<file path="src/rtl/wb_uart_host_pkg.sv">
// Shared constants for the Wishbone UART host: one-hot state encoding and
// the byte-lane select used on every bus cycle.
package wb_uart_host_pkg;

   localparam logic [3:0] ST_IDLE   = 4'b0001;
   localparam logic [3:0] ST_RD     = 4'b0010;
   localparam logic [3:0] ST_WR     = 4'b0100;
   localparam logic [3:0] ST_SETTLE = 4'b1000;

   typedef enum logic [3:0] {
      IDLE   = ST_IDLE,
      RD     = ST_RD,
      WR     = ST_WR,
      SETTLE = ST_SETTLE
   } state_t;

   localparam logic [3:0] WB_SEL = 4'b0001;

endpackage

</file>
<file path="src/rtl/wb_uart_gap_timer.sv">
// Loadable 16-bit down-counter that paces UART writes. The zero flag is
// registered, so it rises one cycle after the count reaches zero; this gives
// the UART TX engine one extra cycle of margin before the next write.
module wb_uart_gap_timer (
   input  logic        clk,
   input  logic        rst_n,
   input  logic        load,
   input  logic [15:0] load_val,
   output logic        zero
);

   logic [15:0] count;

   // Count down to zero, reloading when a write finishes.
   always_ff @(posedge clk or negedge rst_n) begin
      if (!rst_n) begin
         count <= 16'd0;
      end else if (load) begin
         count <= load_val;
      end else if (count != 16'd0) begin
         count <= count - 16'd1;
      end
   end

   // Zero flag trails the count by one cycle and is forced low on a load.
   always_ff @(posedge clk or negedge rst_n) begin
      if (!rst_n) begin
         zero <= 1'b1;
      end else begin
         zero <= !load && (count == 16'd0);
      end
   end

endmodule

</file>
<file path="src/rtl/wb_uart_host.sv">
// Wishbone initiator servicing one UART: fetches received bytes on irq into a
// one-entry holding register and writes transmit bytes with TX pacing.
//
// Stream handshakes: a transfer happens on a rising clock edge where both
// valid and ready are high; valid never depends combinationally on ready.
module wb_uart_host
   import wb_uart_host_pkg::*;
#(
   parameter logic [31:0] ADR         = 32'h0FF,
   parameter logic [15:0] TX_GAP      = 16'd27500,
   parameter logic [7:0]  ACK_TIMEOUT = 8'd255
) (
   input  logic        clk_48_i,
   input  logic        rst_ni,
   output logic [31:0] adr_o,
   output logic [31:0] dat_o,
   input  logic [31:0] dat_i,
   output logic        we_o,
   output logic        stb_o,
   output logic        cyc_o,
   output logic [3:0]  sel_o,
   input  logic        ack_i,
   input  logic        irq_i,
   output logic [7:0]  rx_data_o,
   output logic        rx_valid_o,
   input  logic        rx_ready_i,
   input  logic [7:0]  tx_data_i,
   input  logic        tx_valid_i,
   output logic        tx_ready_o
   ,
   output logic        err_o
);

   state_t     state;
   state_t     next_state;
   logic [7:0] tmo_cnt;
   logic       rd_req;
   logic       tmo_hit;
   logic       abort;
   logic       gap_load;
   logic       gap_zero;
   logic       next_bus;

   assign adr_o = ADR;

   // A read is wanted whenever the UART has a byte and there is room for it.
   assign rd_req     = irq_i && !rx_valid_o;
   assign tx_ready_o = (state == IDLE) && gap_zero && !rd_req;
   assign tmo_hit    = ((tmo_cnt + 8'd1) == ACK_TIMEOUT);
   assign next_bus   = (next_state == RD) || (next_state == WR);

   wb_uart_gap_timer u_gap (
      .clk      (clk_48_i),
      .rst_n    (rst_ni),
      .load     (gap_load),
      .load_val (TX_GAP),
      .zero     (gap_zero)
   );

   // Next-state logic; a bus cycle ends on ack or after ACK_TIMEOUT cycles.
   always_comb begin
      next_state = state;
      abort      = 1'b0;
      gap_load   = 1'b0;
      unique case (state)
         IDLE: begin
            if (rd_req) begin
               next_state = RD;
            end else if (tx_valid_i && tx_ready_o) begin
               next_state = WR;
            end
         end
         RD: begin
            if (ack_i) begin
               next_state = SETTLE;
            end else if (tmo_hit) begin
               next_state = SETTLE;
               abort      = 1'b1;
            end
         end
         WR: begin
            if (ack_i || tmo_hit) begin
               next_state = SETTLE;
               gap_load   = 1'b1;
               abort      = !ack_i;
            end
         end
         SETTLE:  next_state = IDLE;
         default: next_state = IDLE;
      endcase
   end

   // State register plus registered bus outputs derived from the next state.
   always_ff @(posedge clk_48_i or negedge rst_ni) begin
      if (!rst_ni) begin
         state   <= IDLE;
         tmo_cnt <= 8'd0;
         cyc_o   <= 1'b0;
         stb_o   <= 1'b0;
         we_o    <= 1'b0;
         sel_o   <= 4'b0000;
         dat_o   <= 32'h0;
         err_o   <= 1'b0;
      end else begin
         state <= next_state;
         cyc_o <= next_bus;
         stb_o <= next_bus;
         we_o  <= (next_state == WR);
         sel_o <= next_bus ? WB_SEL : 4'b0000;
         err_o <= abort;
         if (state != next_state) begin
            tmo_cnt <= 8'd0;
         end else if ((state == RD) || (state == WR)) begin
            tmo_cnt <= tmo_cnt + 8'd1;
         end
         // dat_o doubles as the latch for the byte being written.
         if ((state == IDLE) && (next_state == WR)) begin
            dat_o <= {24'h0, tx_data_i};
         end else if (next_state != WR) begin
            dat_o <= 32'h0;
         end
      end
   end

   // One-entry RX holding register: filled by an acked read, drained by the consumer.
   always_ff @(posedge clk_48_i or negedge rst_ni) begin
      if (!rst_ni) begin
         rx_data_o  <= 8'h0;
         rx_valid_o <= 1'b0;
      end else begin
         if (rx_valid_o && rx_ready_i) begin
            rx_valid_o <= 1'b0;
         end
         if ((state == RD) && ack_i) begin
            rx_data_o  <= dat_i[7:0];
            rx_valid_o <= 1'b1;
         end
      end
   end

endmodule

</file>
<file path="config.mk">
export PLATFORM = sky130hd
export DESIGN_NAME = wb_uart_host
export DESIGN_NICKNAME = d
export VERILOG_FILES = /design/src/rtl/wb_uart_host_pkg.sv /design/src/rtl/wb_uart_gap_timer.sv /design/src/rtl/wb_uart_host.sv
export SDC_FILE = /design/constraint.sdc
export NUM_CORES = 1
export LEC_CHECK = 0
export ABC_AREA = 0
export CORE_MARGIN = 2
export CORE_UTILIZATION = 38
export DETAILED_ROUTE_END_ITERATION = 10
export GPL_ROUTABILITY_DRIVEN = 0
export PLACE_DENSITY = 0.89
export SYNTH_ARGS = -nofsm -noshare
export SYNTH_HDL_FRONTEND = slang
export SYNTH_SLANG_ARGS = --single-unit
</file>
<file path="constraint.sdc">
create_clock -name clk_48_i -period 2.24 [get_ports clk_48_i]
set_clock_uncertainty 0.15 [all_clocks]
set_input_delay 0.336 -clock clk_48_i [delete_from_list [all_inputs] [get_ports clk_48_i]]
set_output_delay 0.336 -clock clk_48_i [all_outputs]
set_load 0.05 [all_outputs]
</file>
==> flow_summary.ini, run 1 <==
[outcome]
outcome = complete, no violations

[hold_path]
hold_depth = 1
min_path_type = reg -> reg

[detailed_routing]
drt-total-wl_um = 5796
drtIter0Drc = 89
dr.pass1.iters = 4
wl_per_cell_um = 13.11
ant_nets = 0
drc = 0
vias = 2063
vias_per_cell = 4.667

[final_layout]
utilization_pct = 47.53
fin_nets = 391
syn2layout_area_growth_pct = 22.84
n_antenna_cell = 0
drive_above_1_share_pct = 14.58

[floorplanning]
io_pins = 128
die_x_um = 89.25
rows = 31
die_area_um2 = 7965
core_um2 = 7137
die_h_um = 89.25
start_util_pct = 38.69

[worst_setup_path]
end_kind = flip-flop
crit_type = reg -> reg
cp_num_buf_inv = 0
startpoint_type = flip-flop
worstPathRequired_ps = 2290
cp_top_family = simple AND/OR/NAND/NOR gates
crit_chain = ha_2 -> nand3_2 -> or3_4 -> a2111o_1 -> nor3b_2 -> or2_1
crit_cells = 6
critPathMaxStageDelay_ps = 490
cp_max_fo = 6
cp.arrival_ps = 2260
slowest_stage = a2111o_1
reg2reg_depth = 6

[global_routing]
grt_pass1_vias = 1892
use_met2_pct = 23.97
grt_pass1_wl_um = 8735
track_usage_pct = 13.93
antenna_found_initial = 0
busiest_layer = met2
grt_start_max_net_pins = 26
use_met1_pct = 17.36
grtUsageMet3_pct = 3.693
grt_overflow_total = 0

[yosys]
yosys_warnings = 0
syn_area_per_cell_um2 = 9.827
synth-edff-count = 0
ys_seq_area_share_pct = 44.49
syn_inst = 281
ys_ff_latch = 49
synth-async-reset-ratio_pct = 100.0
synthesis.area_um2 = 2761
ys.flop_type = dfrtp_1
yosys.cell_types.count = 42

[flow_run]
cap_violations = 0

[clock_network]
clkTransAtPathRegs_ps = 90
cts-root-buf = clkbuf_8
clk_latency_ps = 310
h-tree-depth = 2
cts.sinks = 49
cts_made_buffers = 5
cts_buffer_depth = 2
cts_tree = yes

[pwr]
peakVddDrop_mv = 0.4022
clkPwrFrac_pct = 23.2
report.power.total_mw = 2.830
p_int_mw = 1.685
seq_power_share_pct = 37.6
power.density_nw_per_um2 = 834.2
swShare_pct = 40.47
leakage_nw = 1.457
power_switching_mw = 1.145
p_comb_share_pct = 39.2

[sta]
rsz0062_at_grt = yes
drv_slew = 0
fmax_mhz = 452.4
setup_violations = 0
relSlewSlack_pct = 55.29
tightestPinTransition_ps = 668.1
hold_violations = 0
finalCritPeriodShare_pct = 98.69
min_period_ps = 2211

[place]
hpwl_um = 3977
io_buffers = 44
## cell usage after synthesis (all sizes together) (4+ instances only)
library cell,count,share of area [%]
mux2,8,3.3
nand3,8,1.4
nor3,6,1.1
xor2,7,2.2
nor4,5,1.1
nand4,7,1.6
nor2,28,3.8
a22o,8,2.5
nand2,19,2.6
o21ai,6,1.2
nand3b,4,1.1
dfrtp,47,43
inv,6,0.82
buf,62,17
a21oi,7,1.4
nor2b,5,1.1
xnor2,12,3.8
## state kept, by name, summed over array words and instances (netlist names)
signal,count
u_gap.count,16
dat_o,8
rx_data_o,8
tmo_cnt,8
state,4
cyc_o,1
err_o,1
rx_valid_o,1
u_gap.zero,1
we_o,1
## per-layer routing
layer / routed length, um / vias up
met3: 265 / 9
met5: 0 / -
met1: 2417 / 1023
met2: 3035 / 72
li1: - / 959
met4: 77 / 0
## placed cells by master (no fill, tap or decap), types with 2 or more instances in the layout
cell / instances
conb_1: 59
dfrtp_1: 47
clkdlybuf4s50_1: 42
nor2_1: 23
nand2_1: 19
xnor2_1: 12
buf_4: 12
mux2_2: 8
a22o_1: 8
nand4_1: 7
nand3_1: 7
xor2_1: 7
inv_1: 6
nor3_1: 6
clkbuf_8: 6
o21ai_0: 5
nor2b_1: 5
nor4_1: 5
a21oi_1: 4
nand3b_1: 4
and2_1: 3
nand2b_1: 3
a21oi_2: 3
nor4b_1: 3
nor2_2: 3
or2_1: 2
nor3b_1: 2
mux2i_1: 2
nor2_4: 2
ha_1: 2
buf_12: 2
dfstp_2: 2
## power by group through the flow
stage,combinational (mW),clock (mW),sequential [mW]
2_1_floorplan,0.585,0,1.37
3_3_place_gp,1.07,0,1.07
4_1_cts,1.10,0.658,1.06
6_report,1.11,0.658,1.06
3_5_place_dp,1.09,0,1.08
5_1_grt,1.16,0.709,1.08
## stage by stage
| step | std cells | area (um^2) | setup TNS, ps | worst slack (ps) | hold WS (ps) |
|---|---|---|---|---|---|
| floorplan | 338 | 2975 | 0 | 55.18 | -109.6 |
| global placement | 430 | 3181 | 0 | 64.93 | 217.3 |
| detailed placement | 430 | 3181 | -921.5 | -114.4 | 227.1 |
| CTS | 439 | 3313 | 0 | 13.35 | 359.5 |
| global route | 442 | 3392 | -530.9 | -43.79 | 365.2 |
| finish | 442 | 3392 | 0 | 29.46 | 358.7 |
## worst register-to-register path: cells and delay by family, from the launching register on
| family | cells | cell delay (ps) |
|---|---|---|
| AND/OR/NAND/NOR | 4 | 890 |
| adder cells (fa/ha/maj) | 1 | 210 |
| AO/OA/AOI/OAI | 1 | 490 |
| flip-flops | 1 | 370 |
## cell families (layout without fill, tap and decap cells)
| logic type | Yosys count | in the layout | share of synthesized area, % |
|---|---|---|---|
| AO/OA/AOI/OAI | 27 | 27 | 6.888 |
| XOR/XNOR | 19 | 19 | 6.026 |
| adder cells (fa/ha/maj) | 3 | 3 | 1.359 |
| buffers and inverters | 69 | 73 | 17.72 |
| flip-flops | 49 | 49 | 44.49 |
| multiplexers | 10 | 10 | 3.987 |
| other | 2 | 59 | 0.2720 |
| AND/OR/NAND/NOR | 102 | 103 | 19.26 |
## area by class of cell
class                      count  area, um^2
clock inverter                 1       30.03
inverter                       6       22.52
fill                         642        3745
timing repair buffer          59       576.8
multi-input combinational    221        1324
clock buffer                   7       86.33
sequential                    49        1229
tap                           99       123.9
## worst paths after layout
check / slack [ps] / startpoint / endpoint
setup / recovery: 30 / tmo_cnt[0] / state[2]
hold / removal: 360 / dat_o[0] / dat_o[0]
setup reg to reg: 30 / tmo_cnt[0] / state[2]
hold reg to reg: 360 / dat_o[0] / dat_o[0]
max in group asynchronous: 990 / rst_ni / u_gap.count[15]
min in group asynchronous: 410 / rst_ni / u_gap.count[12]
## repair_timing
action,in CTS,in global routing
hold endpoints to repair,22,0
gates resized for setup,1,14
setup endpoints to repair,10,35
hold buffers,1,0
buffers inserted,0,2
cloned,0,1
pin swaps,0,6
Note: power is estimated with default switching activity, not from simulation.
==> run 2, diff against run 1 <==
--- a/config.mk
+++ b/config.mk
@@ -7,10 +7,11 @@
 export LEC_CHECK = 0
 export ABC_AREA = 0
 export CORE_MARGIN = 2
-export CORE_UTILIZATION = 38
+export CORE_UTILIZATION = 40
 export DETAILED_ROUTE_END_ITERATION = 10
+export DONT_BUFFER_PORTS = 1
 export GPL_ROUTABILITY_DRIVEN = 0
-export PLACE_DENSITY = 0.89
+export PLACE_DENSITY = 0.67
 export SYNTH_ARGS = -nofsm -noshare
 export SYNTH_HDL_FRONTEND = slang
 export SYNTH_SLANG_ARGS = --single-unit
==> flow_summary.ini, run 2 (synthesis gave the netlist of run 1 again) <==
[detailed_routing]
wl_per_cell_um = 12.49
ant_nets = 0
drt-total-wl_um = 4782
vias_per_cell = 4.710
vias = 1804
drtIter0Drc = 74
drc = 0
dr.pass1.iters = 4

[pwr]
peakVddDrop_mv = 0.3395
p_comb_share_pct = 25.9
p_int_mw = 1.362
leakage_nw = 1.303
swShare_pct = 44.33
clkPwrFrac_pct = 20.2
power.density_nw_per_um2 = 847.6
power_switching_mw = 1.084
seq_power_share_pct = 53.9
report.power.total_mw = 2.446

[sta]
fmax_mhz = 463.5
min_period_ps = 2158
setup_violations = 0
tightestPinTransition_ps = 648.4
relSlewSlack_pct = 56.62
finalCritPeriodShare_pct = 96.33
rsz0062_at_grt = no
setup-tns-final_ps = 0
drv_slew = 0
fin_ws_ps = 82.29
holdWs_ps = 22.49
hold_violations = 0

[final_layout]
final_cell_mix = 59 x conb_1, 47 x dfrtp_1, 28 x nor2_1
finalNonFillerCells = 383
syn2layout_area_growth_pct = 4.486
final_common_cell = conb_1
n_antenna_cell = 0
regMostFlops = u_gap.count
stdcell_area_um2 = 2885
largest_reg_flops = 16
fin_nets = 352
drive_above_1_share_pct = 12.87
num-fill-cells = 630
utilization_pct = 42.94

[clock_network]
cts_buffer_depth = 2
cts-root-buf = clkbuf_8
cts.sinks = 49
clk_latency_ps = 300
cts_made_buffers = 5
clkTransAtPathRegs_ps = 90
cts_tree = yes
h-tree-depth = 2

[worst_setup_path]
end_kind = flip-flop
reg2reg_setup_slack_ps = 80
cp_max_fo = 10
crit_chain = ha_1 -> nand3_1 -> or3_1 -> a2111o_1 -> nor3b_4 -> or2_1
worstPathRequired_ps = 2280
critPathMaxStageDelay_ps = 490
crit-reg2reg-launch = tmo_cnt[0]
crit_type = reg -> reg
reg2reg_depth = 6
cp.arrival_ps = 2200
startpoint_type = flip-flop
rr_endpoint = we_o
slowest_stage = a2111o_1

[hold_path]
hold_depth = 1
worstHoldStart = tx_data_i[3]
min_path_type = in -> reg
hold_end = dat_o[3]

[floorplanning]
die_h_um = 87.09
start_util_pct = 41.10
io_pins = 128
core_um2 = 6719
die_area_um2 = 7584
rows = 30
die_x_um = 87.09

[global_routing]
antenna_found_initial = 0
grt_pass1_wl_um = 7721
track_usage_pct = 12.87
grt_overflow_total = 0
grt_start_max_net_pins = 50
grt_pass1_vias = 1738

[outcome]
outcome = complete, no violations

[place]
placed_cell_area_um2 = 2721
hpwl_um = 3466
dp.cells = 370
io_buffers = 0
dp_slack_ps = 17.37

[flow_run]
cap_violations = 0
[run 2: layout make-up]
class | instances | area [um^2] | area share [%]
well taps | 80 | 100.1 | 3.469
clock buffers | 6 | 72.57 | 2.515
repair buffers | 21 | 185.2 | 6.418
flip-flops and latches | 49 | 1229 | 42.58
clock inverters | 1 | 5.005 | 0.1735
multi-input cells | 220 | 1271 | 44.06
inverters | 6 | 22.52 | 0.7806
[run 2: layer usage]
metal / vias to the layer above / track usage, % / part of all wire [%]
met1: 873 / 16.26 / 45
li1: 874 / - / -
met3: 3 / 3.223 / 4.0
met4: 0 / 4.545 / 0.75
met2: 54 / 21.37 / 50
met5: - / 0 / 0
[run 2: how the worst max path moves through the flow]
stage                      end        from  slack (ps)
global route              we_o  tmo_cnt[1]          10
global placement      state[2]  tmo_cnt[0]          60
finish                    we_o  tmo_cnt[0]          80
floorplan             state[2]  tmo_cnt[0]          60
CTS                       we_o  tmo_cnt[0]          10
detailed placement  tmo_cnt[4]  tmo_cnt[0]          20
[run 2: what timing repair did]
item,CTS,global route
hold buffers,4,0
setup endpoints to repair,0,29
gates resized for setup,0,2
setup buffers,0,2
hold endpoints to repair,51,0
[run 2: critical path: cells and delay by family (launching register included)]
family | cells | cell delay [ps]
compound gates | 1 | 490
fa+ha+maj | 1 | 180
flops | 1 | 360
simple gates | 4 | 860
[run 2: power by group through the flow]
stage               Combinational, mW  Sequential [mW]  Clock, mW
floorplan                       0.585             1.37          0
global placement                0.587             1.33          0
detailed placement              0.598             1.34          0
CTS                             0.627             1.32      0.518
global route                    0.688             1.33      0.545
finish                          0.634             1.32      0.494
